**src/rtl/note_tone_gen_if.sv**
```systemverilog
// Note request channel from the sequencer to the tone generator.
// The master presents a note with valid; the generator raises ready only while idle.
interface note_tone_gen_if;
  logic        note_valid;
  logic        note_ready;
  logic [15:0] note_half_period;
  logic [15:0] note_duration_ms;

  modport master (
    output note_valid,
    output note_half_period,
    output note_duration_ms,
    input  note_ready
  );

  modport slave (
    input  note_valid,
    input  note_half_period,
    input  note_duration_ms,
    output note_ready
  );
endinterface

```
**src/rtl/note_tone_gen.sv**
```systemverilog
// Square-wave tone generator: plays one captured note, appends a GAP_MS silent gap, pulses note_done.
// First sound edge H cycles after accept; busy for (D+GAP_MS)*P cycles, ready only when idle.
module note_tone_gen #(
  parameter int unsigned GAP_MS = 1
) (
  input  logic           clk,
  input  logic           rst,
  input  logic [15:0]    ticks_per_milli,
  note_tone_gen_if.slave note,
  output logic           sound,
  output logic           playing,
  output logic           note_done
);

  localparam logic [1:0]  ST_IDLE = 2'd0;
  localparam logic [1:0]  ST_TONE = 2'd1;
  localparam logic [1:0]  ST_GAP  = 2'd2;
  localparam logic [16:0] GAP_LEN = 17'(GAP_MS);

  logic [1:0]  state_q, state_d;
  logic [15:0] half_q, half_d;
  logic [15:0] dur_q, dur_d;
  logic [15:0] tpm_q, tpm_d;
  logic [15:0] pre_q, pre_d;
  logic [15:0] ms_q, ms_d;
  logic [15:0] hcnt_q, hcnt_d;
  logic        sound_q, sound_d;
  logic        done_q, done_d;

  logic        accept;
  logic        ms_tick;
  logic        half_wrap;
  logic        tone_end;
  logic        gap_end;
  logic [15:0] period;
  logic [16:0] ms_next;

  // ms_next is 17 bits wide so a duration of 65535 compares without wrapping.
  always_comb begin
    period    = (tpm_q == 16'd0) ? 16'd1 : tpm_q;
    ms_next   = {1'b0, ms_q} + 17'd1;
    accept    = note.note_valid && (state_q == ST_IDLE);
    ms_tick   = (state_q != ST_IDLE) && (pre_q == period - 16'd1);
    half_wrap = (half_q != 16'd0) && (hcnt_q == half_q - 16'd1);
    tone_end  = (state_q == ST_TONE) &&
                ((dur_q == 16'd0) || (ms_tick && (ms_next == {1'b0, dur_q})));
    gap_end   = (state_q == ST_GAP) && ms_tick && (ms_next == GAP_LEN);
  end

  always_comb begin
    state_d = state_q;
    half_d  = half_q;
    dur_d   = dur_q;
    tpm_d   = tpm_q;
    pre_d   = pre_q;
    ms_d    = ms_q;
    hcnt_d  = hcnt_q;
    sound_d = sound_q;
    done_d  = 1'b0;

    case (state_q)
      ST_IDLE: begin
        if (accept) begin
          half_d  = note.note_half_period;
          dur_d   = note.note_duration_ms;
          tpm_d   = ticks_per_milli;
          pre_d   = 16'd0;
          ms_d    = 16'd0;
          hcnt_d  = 16'd0;
          sound_d = 1'b0;
          state_d = ST_TONE;
        end
      end

      ST_TONE: begin
        pre_d = ms_tick ? 16'd0 : pre_q + 16'd1;
        if (tone_end) begin
          // The tone is cut at the ms boundary whatever the square-wave phase.
          hcnt_d  = 16'd0;
          sound_d = 1'b0;
          if (GAP_MS > 0) begin
            ms_d    = 16'd0;
            state_d = ST_GAP;
          end else begin
            state_d = ST_IDLE;
            done_d  = 1'b1;
          end
        end else begin
          if (ms_tick) begin
            ms_d = ms_next[15:0];
          end
          if (half_q == 16'd0) begin
            sound_d = 1'b0;
          end else if (half_wrap) begin
            hcnt_d  = 16'd0;
            sound_d = ~sound_q;
          end else begin
            hcnt_d = hcnt_q + 16'd1;
          end
        end
      end

      ST_GAP: begin
        pre_d   = ms_tick ? 16'd0 : pre_q + 16'd1;
        sound_d = 1'b0;
        if (gap_end) begin
          state_d = ST_IDLE;
          done_d  = 1'b1;
        end else if (ms_tick) begin
          ms_d = ms_next[15:0];
        end
      end

      default: begin
        state_d = ST_IDLE;
        sound_d = 1'b0;
      end
    endcase
  end

  always_ff @(posedge clk) begin
    if (rst) begin
      state_q <= ST_IDLE;
      half_q  <= 16'd0;
      dur_q   <= 16'd0;
      tpm_q   <= 16'd0;
      pre_q   <= 16'd0;
      ms_q    <= 16'd0;
      hcnt_q  <= 16'd0;
      sound_q <= 1'b0;
      done_q  <= 1'b0;
    end else begin
      state_q <= state_d;
      half_q  <= half_d;
      dur_q   <= dur_d;
      tpm_q   <= tpm_d;
      pre_q   <= pre_d;
      ms_q    <= ms_d;
      hcnt_q  <= hcnt_d;
      sound_q <= sound_d;
      done_q  <= done_d;
    end
  end

  assign note.note_ready = (state_q == ST_IDLE);
  assign playing         = (state_q != ST_IDLE);
  assign sound           = sound_q;
  assign note_done       = done_q;

endmodule

```
**src/flat_wrapper.sv**
```systemverilog
// flat-port wrapper written by rule: the top's interface ports become plain ports
module note_tone_gen_flat 
#(
  parameter int unsigned GAP_MS = 1
)
  (clk, rst, ticks_per_milli, sound, playing, note_done, note_note_valid, note_note_half_period, note_note_duration_ms, note_note_ready);
  note_tone_gen_if note_i ();
  input  logic clk;
  input  logic rst;
  input  logic [15:0] ticks_per_milli;
  output logic sound;
  output logic playing;
  output logic note_done;
  input wire logic [$bits(note_i.note_valid)-1:0] note_note_valid;
  input wire logic [$bits(note_i.note_half_period)-1:0] note_note_half_period;
  input wire logic [$bits(note_i.note_duration_ms)-1:0] note_note_duration_ms;
  output wire logic [$bits(note_i.note_ready)-1:0] note_note_ready;
  assign note_i.note_valid = note_note_valid;
  assign note_i.note_half_period = note_note_half_period;
  assign note_i.note_duration_ms = note_note_duration_ms;
  assign note_note_ready = note_i.note_ready;
  note_tone_gen #(.GAP_MS(GAP_MS)) u_core (.clk(clk), .rst(rst), .ticks_per_milli(ticks_per_milli), .note(note_i), .sound(sound), .playing(playing), .note_done(note_done));
endmodule
```
**config.mk**
```make
export PLATFORM = sky130hd
export DESIGN_NAME = note_tone_gen_flat
export DESIGN_NICKNAME = d
export VERILOG_FILES = /design/src/rtl/note_tone_gen_if.sv /design/src/rtl/note_tone_gen.sv /design/src/flat_wrapper.sv
export SDC_FILE = /design/constraint.sdc
export NUM_CORES = 1
export LEC_CHECK = 0
export CAP_MARGIN = 0
export CORE_MARGIN = 4
export CORE_UTILIZATION = 35
export DETAILED_ROUTE_END_ITERATION = 8
export GPL_ROUTABILITY_DRIVEN = 1
export GPL_TIMING_DRIVEN = 0
export MAX_ROUTING_LAYER = met4
export REMOVE_ABC_BUFFERS = 1
export SYNTH_ARGS = -nofsm -noshare
export SYNTH_HDL_FRONTEND = slang
export SYNTH_SLANG_ARGS = --single-unit
```
**constraint.sdc**
```tcl
create_clock -name clk -period 11.89 [get_ports clk]
set_clock_uncertainty 0.1 [all_clocks]
set_input_delay 1.7835 -clock clk [delete_from_list [all_inputs] [get_ports clk]]
set_output_delay 1.7835 -clock clk [all_outputs]
set_load 0.02 [all_outputs]
```
# Yosys cells after proc, flatten, opt, wreduce, memory -nomap -nowiden
# Cells that the tools add are included.
[classes]
n_reduce_logical = 25
n_eq_ne = 12
add_sub_neg = 5
n_mux = 22
n_bitwise = 2
[ops]
columns = ["cell", "count"]
rows = [
  ["$mux 16", 9],
  ["$pmux 16 s2", 2],
  ["$logic_not 16->1", 3],
  ["$pmux 16 s3", 1],
  ["$add 16x1->16 const B", 2],
  ["$eq 16x16->1", 2],
  ["$sub 16x1->16 const B", 2],
  ["$add 16x1->17 const B", 1],
  ["$eq 17x1->1 const B", 1],
  ["$eq 17x16->1", 1],
  ["$reduce_bool 16->1", 1],
  ["$reduce_and 3->1", 3],
  ["$logic_and 1x1->1", 7],
  ["$mux 2", 3],
  ["$ne 2x1->1 const B", 3],
  ["$pmux 2 s3", 1],
  ["$reduce_and 2->1", 3],
  ["$reduce_bool 2->1", 3],
  ["$mux 1", 5],
  ["$ne 4x2->1 const B", 1],
  ["$reduce_or 2->1", 2],
  ["$ne 3x2->1 const B", 1],
  ["$reduce_bool 3->1", 1],
  ["$eq 2x1->1 const B", 1],
  ["other kinds (6)", 7],
]
[totals]
register_bits = 100
wordCells = 75
in_bits = 51
output_inout_bits = 4

# Logic depth before layout (Yosys ltp)
[logic_depth]
word_depth = 10
ltp_mapped = 16
depth_no_buf = 14

# Worst setup path before layout
# OpenSTA, ideal clock, no wires.
[synth_path]
kind = "register to register"
startpoint = "reg u_core.tpm_q[9]"
endpoint = "reg u_core.ms_q[10]"
path_buffers = 2
path_stages_with_launch = 17
period_less_slack_ns = 3.739
required_time_ns = 11.658
t_arrival_ns = 3.507
setup_slack_ns = 8.151
setup_time_ns = 0.132
path_cell_list = "dfxtp_1 or4_1 clkbuf_1 or2_1 nor3_1 a21oi_1 ha_1 or4b_2 nor3_1 xnor2_1 nor3_1 nand4b_2 nor4_4 o21bai_1 a21oi_4 buf_6 nor3_1"
[synth_via]
elab_chain_len = 10
elab_cells_between_ends = 16
classes_between = "add/sub (1); eq/ne (2); mux (5); reduce/logical (8)"
[synth_lines]
columns = ["element", "line", "rtl"]
rows = [
  ["from (decl)", "note_tone_gen.sv:23", "logic [15:0] tpm_q, tpm_d;"],
  ["from (signal assigned)", "note_tone_gen.sv:136", "tpm_q <= tpm_d;"],
  ["$logic_not 16->1", "note_tone_gen.sv:40", "period = (tpm_q == 16'd0) ? 16'd1 : tpm_q;"],
  ["$mux 16 (*)", "note_tone_gen.sv:40", ""],
  ["$sub 16x1->16 (*)", "note_tone_gen.sv:43", "ms_tick = (state_q != ST_IDLE) && (pre_q == period - 16'd1);"],
  ["$eq 16x16->1 (*)", "note_tone_gen.sv:43", ""],
  ["$logic_and 1x1->1 (*)", "note_tone_gen.sv:43", ""],
  ["$logic_and 1x1->1", "note_tone_gen.sv:46", "((dur_q == 16'd0) || (ms_tick && (ms_next == {1'b0, dur_q})));"],
  ["$logic_or 1x1->1", "note_tone_gen.sv:46", ""],
  ["$logic_and 1x1->1", "note_tone_gen.sv:45", "tone_end = (state_q == ST_TONE) &&"],
  ["$mux 16", "note_tone_gen.sv:77", "if (tone_end) begin"],
  ["$pmux 16 s3", "note_tone_gen.sv:61", "case (state_q)"],
  ["to (signal assigned)", "note_tone_gen.sv:138", "ms_q <= ms_d;"],
  ["to (decl)", "note_tone_gen.sv:25", "logic [15:0] ms_q, ms_d;"],
]
# Every way passes the cells marked *; elsewhere a longest branch is shown, timed or not. The select of a mux whose other input is x is not followed.
# A chain may end at the register's enable or synchronous reset.

# Worst setup path in the final report
[layout_path]
startpoint = "reg u_core.tpm_q[9]"
endpoint = "reg u_core.hcnt_q[10]"
[layout_via]
elab_chain_len = 10
elab_cells_between_ends = 12
classes_between = "add/sub (1); eq/ne (2); mux (3); reduce/logical (6)"
[layout_lines]
columns = ["element", "line", "rtl"]
rows = [
  ["$logic_not 16->1", "note_tone_gen.sv:40", ""],
  ["$mux 16 (*)", "note_tone_gen.sv:40", ""],
  ["$sub 16x1->16 (*)", "note_tone_gen.sv:43", ""],
  ["$eq 16x16->1 (*)", "note_tone_gen.sv:43", ""],
  ["$logic_and 1x1->1 (*)", "note_tone_gen.sv:43", ""],
  ["$logic_and 1x1->1 (*)", "note_tone_gen.sv:46", ""],
  ["$logic_or 1x1->1 (*)", "note_tone_gen.sv:46", ""],
  ["$logic_and 1x1->1 (*)", "note_tone_gen.sv:45", ""],
  ["$ne 3x2->1 (no line) / $mux 16 (equally long branches)", "-", ""],
  ["$reduce_and 3->1 (no line) / $pmux 16 s2 (equally long branches)", "-", ""],
  ["to (signal assigned)", "note_tone_gen.sv:139", "hcnt_q <= hcnt_d;"],
  ["to (decl)", "note_tone_gen.sv:26", "logic [15:0] hcnt_q, hcnt_d;"],
]
# Every way passes the cells marked *; elsewhere a longest branch is shown, timed or not.

==> run summary <==
Tcrit/Tclk final: 36.85%
Final hold vios: 0
Post-synth top area share: 31.61%
YS warnings: 0
R2r startpoint: u_core.tpm_q[9]
Vias in the first global route: 5446
Drt drc: 0
Crit Path Class: flip-flop to flip-flop
Min-delay src: u_core.tpm_q[15]
Outcome: complete, no violations
Synthesized-area fraction occupied by adder cells: 2.134%
Initial antenna violation count: 0
Aggregate global routing overflow: 0
Required @ worst endpoint: 12070 ps
TritonCTS Buffers: 9
Routed WL: 16150 µm
GRT busiest layer: met2
Fill cells: 1812
# H-tree levels: 3
Worst-Margin Slew: 1248 ps
Post-synthesis register bit count: 100
Largest family of logic cells by synthesized area: simple AND/OR/NAND/NOR gates
Post-synthesis cell count: 854
Cell taking the most area after synthesis: dfxtp_1
Area Growth Syn to Fin: 15.69%
Met3 GRT Util: 3.562%
Setup TNS: 0 ps
Fin area: 7327 µm²
Final setup margin: 7509 ps
Resized Gates After CTS: 0
Met1 Use GR: 21.74%
Avg Inst Size Synth: 7.416 µm²
Worst hold slack: 379.5 ps
Number of flops mapped to enable cells by yosys: 0
Slew Limit Fails: 0
Register Area: 2002 µm²
Longest Clk Path Bufs: 2
Count leader, synth: nand2_1
Antenna Nets Post-Route: 0
Crit Path Max Fanout: 16
Fmax: 0.2283 GHz
Largest net degree at the start of global routing: 49
Top FF cell, synth: dfxtp_1
Clock period minus worst slack: 4381 ps
First-pass GRT wire length: 26920 µm
Average wire per standard cell: 14.77 µm
Dpl ws: 7529 ps
All-layer global routing usage: 16.60%
Die width: 142.5 µm
# Max-Cap Violations: 0
Vias per cell: 5.357
Layout cell share with drive strength beyond 1: 4.378%
Synth top area cells: dfxtp_1 (32%), nand2_1 (8.9%), xnor2_1 (5.8%)
Register area share after synthesis: 31.61%
Area occupied by multi-input gates: 3955 µm²
Port Buffers: 54
Initial drt markers: 365
Setup bufs post-CTS: 0
Crit path launch: u_core.tpm_q[9]
Rel. slew slack: 16.11%
Die area: 20310 µm²
Ys async rst share: 0%
LEAKAGE: 2.592 nW
Crit path capture type: flip-flop
Post-synthesis mux area share: 1.640%
Vias: 5855
Cell variety after synth: 69
Synthesized cell area: 6334 µm²
I/O pin total: 55
Final setup viols: 0
Worst EP arrival: 4560 ps
Starting Density: 36.12%
Hold Path Class: flip-flop to flip-flop
Post-Synth XOR/XNOR Area: 10.87%
Top cells by count, synth: nand2_1 (151), dfxtp_1 (100), a21oi_1 (65), nor3_1 (51), o21ai_0 (50)
PwrDens: 155.8 nW/µm²
Root Buffer: clkbuf_16
Worst Setup Start Kind: flip-flop
Hold Buf Count CTS: 0
Std-Cell Rows: 48
Compound-cell area share of the yosys netlist: 16.46%
Simple-gate area share of the yosys netlist: 31.29%
Peak VDD IR: 0.07929 mV
RSZ-0062 raised after global routing: false
HPWL after detailed placement: 11670 µm
Clock sink count: 100
Die span in y: 142.5 µm
Final GP Congestion: 0.8686
NumNets Final: 924
FF-to-FF setup slack: 7510 ps
Reg clk slew, reported paths: 70 ps
Worst skew pair latency: 350 ps
GRT met2 Usage: 26.51%
CTS tree: yes
Drt pass-1 iters: 5
DP Area: 6977 µm²
Diode count: 0
Core Area: 17540 µm²
-- cell usage in the layout, fill, tap and decap left out, types with 5 or more instances in the layout --
cell type        instances
nand2_1                150
o21ai_1                  8
clkbuf_16                9
xor2_1                  34
dfxtp_1                100
and3_1                  16
mux2i_1                  7
nor2_1                  28
ha_1                    10
nor4_1                  25
a21oi_1                 65
nor3_1                  51
nand3_1                 32
or3_1                    9
or4_1                   10
a31oi_1                  9
o21ai_0                 50
inv_1                   36
nand2b_1                 5
and2_1                   5
clkdlybuf4s50_1         53
nand4_1                 18
nor2b_1                 14
xnor2_1                 42
-- routing by layer --
| metal | wire length [µm] | up-vias |
|---|---|---|
| li1 | - | 3027 |
| met1 | 7745 | 2715 |
| met2 | 7527 | 103 |
| met3 | 745 | 10 |
| met4 | 132 | 0 |
| met5 | 0 | - |
-- flip-flops by register name, summed over array words and instances (netlist names) --
signal	cells
u_core.tpm_q	16
u_core.half_q	16
u_core.dur_q	16
u_core.hcnt_q	16
u_core.state_q	2
u_core.ms_q	16
u_core.note_done	1
u_core.sound	1
u_core.pre_q	16
-- path summary, 6_finish.rpt --
check / end / cells after the start
worst min-delay path: u_core.tpm_q[15] / 2
worst max-delay path: u_core.hcnt_q[10] / 13
worst min register to register: u_core.tpm_q[15] / 2
worst max register to register: u_core.hcnt_q[10] / 13
-- where the power goes --
group | internal (mW) | total (mW) | switching, mW
Sequential | 0.363 | 0.404 | 0.0414
Combinational | 0.159 | 0.395 | 0.235
Clock | 0.211 | 0.342 | 0.131
-- cells by family (layout without fill, tap and decap cells) --
family          count (synthesis)  count (layout)
flops                         100             100
compound gates                173             173
simple gates                  388             388
fa+ha+maj                      11              11
buf+inv                        95             109
xor+xnor                       77              77
mux                            10              10
-- layout make-up --
class / instances / area share, %
Inverter: 36 / 1.844
Tap cell: 225 / 3.842
Timing Repair Buffer: 57 / 8.231
Sequential cell: 100 / 27.32
Clock buffer: 10 / 3.262
Multi-Input combinational cell: 659 / 53.98
Clock inverter: 6 / 1.520
-- worst max-delay path, cell delays in order (launching register included) --
cell and delay, ps:
dfxtp_1 380, or4_1 660, or2_1 330, nor3_1 190, a21oi_1 90, ha_1 280, nand3_1 140, nor2_1 50
mux2_2 310, nand4_1 260, nor4_4 120, nor4_2 1020, o21ai_0 230, o21ai_0 130
-- per-stage QoR --
stage,utilization (%),total power [mW],std cells
finish,41.78,1.141,1093
global route,41.78,1.222,1093
CTS,41.78,1.159,1093
detailed placement,39.78,0.8106,1077
global placement,39.41,0.7972,1074
floorplan,-,0.6788,795
(Power assumes the default switching activity.)
